## config.mk

```make
export PLATFORM = sky130hd
export DESIGN_NAME = max_subtract
export DESIGN_NICKNAME = d
export VERILOG_FILES = /design/src/rtl/max_subtract.sv
export SDC_FILE = /design/constraint.sdc
export NUM_CORES = 1
export LEC_CHECK = 0
export CAP_MARGIN = 10
export CORE_MARGIN = 4
export CORE_UTILIZATION = 55
export CTS_BUF_LIST = sky130_fd_sc_hd__clkbuf_4
export CTS_CLUSTER_SIZE = 16
export DETAILED_ROUTE_END_ITERATION = 6
export DONT_BUFFER_PORTS = 1
export GPL_TIMING_DRIVEN = 0
export HOLD_SLACK_MARGIN = 0.1
export PLACE_DENSITY = 0.78
export SYNTH_ARGS = -nofsm -noshare
export SYNTH_HDL_FRONTEND = slang
export SYNTH_SLANG_ARGS = --single-unit
```

## constraint.sdc

```tcl
create_clock -name clk_i -period 5.6 [get_ports clk_i]
set_input_delay 0 -clock clk_i [delete_from_list [all_inputs] [get_ports clk_i]]
set_output_delay 0 -clock clk_i [all_outputs]
set_load 0.02 [all_outputs]
```

## src/rtl/max_subtract.sv

```systemverilog
// Softmax max-subtract stage: buffers one vector popped from the input FIFO, tracks its maximum,
// then streams saturated x[i] - max over a valid/ready handshake in FIFO pop order.
module max_subtract #(
  parameter int unsigned DW      = 32,
  parameter int unsigned VEC_LEN = 8
) (
  input  logic          clk_i,
  input  logic          rst_ni,
  input  logic          fifo_empty_i,
  output logic          fifo_rd_en_o,
  input  logic [DW-1:0] fifo_data_i,
  output logic [DW-1:0] out_data_o,
  output logic          out_valid_o,
  input  logic          out_ready_i,
  output logic          out_last_o,
  output logic [DW-1:0] max_out_o,
  output logic          busy_o
);

  localparam int unsigned CntW = $clog2(VEC_LEN + 1);
  localparam int unsigned IdxW = $clog2(VEC_LEN);
  localparam logic [CntW-1:0] VecLenC = CntW'(VEC_LEN);
  localparam logic [IdxW-1:0] LastIdx = IdxW'(VEC_LEN - 1);

  typedef enum logic [1:0] {StIdle, StLoad, StEmit} state_e;

  state_e                state_q, state_d;
  logic [CntW-1:0]       rd_cnt_q, rd_cnt_d;
  logic [IdxW-1:0]       wr_cnt_q, wr_cnt_d;
  logic [IdxW-1:0]       idx_q, idx_d;
  logic                  cap_q;
  logic signed [DW-1:0]  max_q, max_d;
  logic signed [DW-1:0]  buf_q [VEC_LEN];

  logic                  rd_en;
  logic                  cap_last;
  logic                  is_last;
  logic signed [DW:0]    diff;
  logic [DW-1:0]         sat_diff;

  assign rd_en    = (state_q == StLoad) && !fifo_empty_i && (rd_cnt_q < VecLenC);
  assign cap_last = cap_q && (wr_cnt_q == LastIdx);
  assign is_last  = (idx_q == LastIdx);

  always_comb begin
    state_d  = state_q;
    rd_cnt_d = rd_cnt_q;
    wr_cnt_d = wr_cnt_q;
    idx_d    = idx_q;
    max_d    = max_q;
    unique case (state_q)
      StIdle: begin
        if (!fifo_empty_i) state_d = StLoad;
      end
      StLoad: begin
        if (rd_en) rd_cnt_d = rd_cnt_q + 1'b1;
        if (cap_q) begin
          // First capture seeds the max; ties keep the earlier value.
          if ((wr_cnt_q == '0) || ($signed(fifo_data_i) > max_q)) max_d = fifo_data_i;
          if (cap_last) state_d = StEmit;
          else          wr_cnt_d = wr_cnt_q + 1'b1;
        end
      end
      StEmit: begin
        if (out_ready_i) begin
          if (is_last) begin
            state_d  = StIdle;
            rd_cnt_d = '0;
            wr_cnt_d = '0;
            idx_d    = '0;
          end else begin
            idx_d = idx_q + 1'b1;
          end
        end
      end
      default: state_d = StIdle;
    endcase
  end

  always_ff @(posedge clk_i or negedge rst_ni) begin
    if (!rst_ni) begin
      state_q  <= StIdle;
      rd_cnt_q <= '0;
      wr_cnt_q <= '0;
      idx_q    <= '0;
      cap_q    <= 1'b0;
      max_q    <= '0;
    end else begin
      state_q  <= state_d;
      rd_cnt_q <= rd_cnt_d;
      wr_cnt_q <= wr_cnt_d;
      idx_q    <= idx_d;
      cap_q    <= rd_en;
      max_q    <= max_d;
    end
  end

  always_ff @(posedge clk_i or negedge rst_ni) begin
    if (!rst_ni) begin
      for (int i = 0; i < int'(VEC_LEN); i++) buf_q[i] <= '0;
    end else if ((state_q == StLoad) && cap_q) begin
      buf_q[wr_cnt_q] <= fifo_data_i;
    end
  end

  // Difference is never positive, so only negative overflow needs clamping.
  assign diff = {buf_q[idx_q][DW-1], buf_q[idx_q]} - {max_q[DW-1], max_q};
  always_comb begin
    sat_diff = diff[DW-1:0];
    if (diff[DW] && !diff[DW-1]) sat_diff = {1'b1, {(DW-1){1'b0}}};
  end

  assign fifo_rd_en_o = rd_en;
  assign out_valid_o  = (state_q == StEmit);
  assign out_data_o   = (state_q == StEmit) ? sat_diff : '0;
  assign out_last_o   = (state_q == StEmit) && is_last;
  assign max_out_o    = max_q;
  assign busy_o       = (state_q != StIdle);

endmodule

```

==> metrics <==
P_int=between 6 and 7 mW; Critical Path RT=5.60 ns; antenna violations before repair=1; syn_nets=~1300; power share of the clock group=between 10% and 20%; GRT Overall Usage=around 25%; xor/xnor cell area share of the yosys netlist=between 1 and 1.5%; CP peak stage delay=between 0.5 and 0.6 ns; share of the synthesized area in the top cell type=a little under half; H-tree lvl count=3; met3 usage=around 6.2%; clock buffer depth=3; die width=between 150 and 200 um; worst setup margin=around 0.2 ns; Seq pwr share=a little over a third; Post-route DRC=0; switching share of power=between 30% and 40%; Via Count=10420; Cell variety after synth=69; total clock sinks=approximately 300; TritonCTS clock tree=built; maximum clock rate=between 150 and 200 MHz; maximum resistive drop on vdd=between 0.2 and 0.3 mV; static leakage=between 7 and 8 nW; # IOs=~100; ys async rst share=100.0%; status=finished, violations left; GPL Wtd Cong=approximately 0.92; register area share after synthesis=47.62%; Max FO, Critical Path=10; power share of the combinational group=a little under half; final-report hold violation count=301; worst slack, placed=-0.4255 ns; synth top area cells=dfrtp_1 48%, mux2_2 21%, mux4_2 9.1%; violated checks=negative hold slack; vias in the first global route=about 11000; Die Span Y=between 150 and 200 um; worst slew pin tran=roughly 1.1 ns; final setup fails=0; PwrDens=629.5 nW/um2; met1 Use GR=33.85%; Fillers=about 2200; Crit. End Element=primary output; Layout Utilization=between 60% and 70%; synthesized area=approximately 16000 um2; CP most frequent cell=buf_6; residual overflow from global routing=0; min-delay worst type=in -> async; site row count=between 60 and 70; hold_buf cts=36; number of buffers and inverters on the critical path=3; non-filler cells, final=~1700; Worst setup SP type=flip-flop; fin nets=roughly 1400; Synth Register Bits=301; Post-Synthesis Cells=roughly 1200; Cell Chain, Critical Path=buf_6 -> buf_6 -> mux4_2 -> mux2i_2 -> ha_1 -> inv_1 -> fa_1 -> a211oi_2 -> o211ai_1 -> a311oi_4 -> o21a_1 -> o221ai_1 -> o41a_1 -> xnor2_1 -> nor2_2; CP arrival=around 5.4 ns; clock-pin slew on the worst setup and hold paths=roughly 0.070 ns; Min Hold Slack=-0.9984 ns; 1st-iter DRT viols=~700; Initial Util=56.32%; worst-skew pair later-pin latency=0.71 ns; Setup TNS Final=0 ns; Slew HR=23.97%; busiest layer in global routing=met2; share of layout cells above drive strength 1=39.76%; cts bufs inserted=between 80 and 90; net switching power=approximately 4.3 mW; Mapped Avg Cell Area=around 13 um2; max_cap viols=0; Compound-Gate Fraction of Synth Area=6.011%; Final Routed Wirelength=slightly below 40000 um; clk_skew=around 0.047 ns; first-pass GRT wire length=around 60000 um; post-synthesis simple-gate area fraction=under 10%; CP max-delay cell=mux4_2; unrepaired setup endpoints after global routing=no; largest family of logic cells by synthesized area=multiplexers; mux contribution to synthesized area=between 30% and 40%; area taken by multi-input logic gates=between 7000 and 8000 um2; placed instance count=1555; Synth Area in Adders=between 5 and 6%; number of port buffers=0; Die ar.=about 32000 um2; largest net degree at the start of global routing=between 300 and 400; top-count cell post-synth=dfrtp_1; CTS Root Cell=clkbuf_4; ys flop type=dfrtp_1; top post-synthesis cells by count=301 x dfrtp_1, 289 x mux2_2, 70 x ha_1; fin crit share=96.42%; critical path class=reg -> out; Core Footprint=~28000 um2; area growth from synthesis to layout=12.40%; FF/Latch Area=7532 um2; Period minus WS final=5.399 ns; count of final max-slew check failures=0; Yosys top cell by area=dfrtp_1; Antenna Nets Post-Route=0; critical path's top delay family=compound AO/OA/AOI/OAI gates; Post-synth EDFFs=0; synth warn=0; 1st-pass router iterations=5; post-DR wirelength/cell=approximately 22 um; met2 Use GR=39.76%; post-detail-place hpwl=roughly 26000 um; post-DR vias/cell=6.032
-- worst reg2reg max path: stages, from the launching register on --
cell,delay [ns]
dfrtp_1,0.53
inv_1,0.11
ha_1,0.38
nand4_1,0.20
or4_1,0.60
nor2b_1,0.19
a31o_1,0.21
a21oi_1,0.12
o21ai_1,0.09
a21oi_2,0.31
buf_4,0.30
mux2_1,0.36
-- through the flow --
step,area [um2],total power [mW]
4_1_cts,17740,11.14
5_1_grt,17780,11.99
3_3_place_gp,16290,8.846
6_report,17780,11.19
2_1_floorplan,15820,7.928
3_5_place_dp,16290,9.048
-- cells by family after synthesis --
| group | Yosys count |
|---|---|
| AOI/OAI and AO/OA | 141 |
| adders and majority gates | 71 |
| buffers and inverters | 98 |
| DFF | 301 |
| muxes | 384 |
| xor gates and xnor gates | 26 |
| and+or+nand+nor | 156 |
-- cell type report --
type / count / share of cell area (%)
Timing Repair Buffer: 37 / 2.069
Multi-Input combinational cell: 778 / 44.89
Sequential cell: 301 / 42.36
Antenna cell: 1 / 0.01407
Tap cell: 378 / 2.660
Inverter: 43 / 0.9077
Buffer: 55 / 1.562
Clock inverter: 20 / 0.7248
Clock buffer: 114 / 4.813
-- routing by layer --
metal  up-vias  part of all wire [%]
met5         -                     0
met4         0                   3.1
met3        69                   7.1
met2       345                    47
met1      5334                    43
li1       4669                     -
-- state kept, by name, summed over array words and instances (netlist names) --
signal     flops
buf_q        256
max_out_o     32
rd_cnt_q       4
idx_q          3
wr_cnt_q       3
state_q        2
cap_q          1
-- cells in the final DEF, fill, tap and decap left out, types with 3 or more instances in the layout --
master         count
clkbuf_4         116
nand2b_1           9
clkinvlp_4         3
buf_4              6
and3_1             5
xnor2_1           13
mux4_2            64
o21ai_0           28
nor2b_1            4
clkinv_1          13
buf_1              3
mux2_1            30
a21o_1            16
inv_1             42
nand3_1            9
nor2_1            30
a211oi_1           4
mux2_2           289
a31oi_1            4
clkbuf_2           6
dlygate4sd3_1     36
buf_2              6
clkbuf_1          29
nor2_2            16
ha_1              70
dfrtp_1          301
xor2_1            13
nand4_1           10
o21a_1             6
nor3_1            12
o211ai_1           6
buf_6              4
a21oi_1           38
nand2_1           40
or4_1              3
-- worst paths after layout --
path / depth (start not counted) / start / slack (ns) / to
setup / recovery: 15 / idx_q[0] / 0.20 / out_data_o[30]
hold / removal: 0 / rst_ni / -1.0 / buf_q[70]
setup reg to reg: 11 / max_out_o[31] / 2.05 / max_out_o[25]
hold reg to reg: 1 / state_q[1] / 0.47 / state_q[0]
max in group asynchronous: 0 / rst_ni / 5.93 / buf_q[93]
min in group clk_i: 3 / fifo_empty_i / 0.17 / rd_cnt_q[3]
-- power groups by stage --
| stage | Combinational [mW] | Clock (mW) | Sequential [mW] |
|---|---|---|---|
| 2_1_floorplan | 4.14 | 0 | 3.79 |
| 3_3_place_gp | 4.91 | 0 | 3.94 |
| 3_5_place_dp | 5.04 | 0 | 4.01 |
| 4_1_cts | 5.22 | 1.96 | 3.97 |
| 5_1_grt | 5.82 | 2.07 | 4.10 |
| 6_report | 5.32 | 1.90 | 3.97 |
-- timing repair --
action,CTS,global route
setup buffers,0,1
gates resized for setup,47,18
pin swaps,2,3
endpoints found under the hold margin,602,301
setup endpoints to repair,32,32
Power figures use the tool's default switching activity.
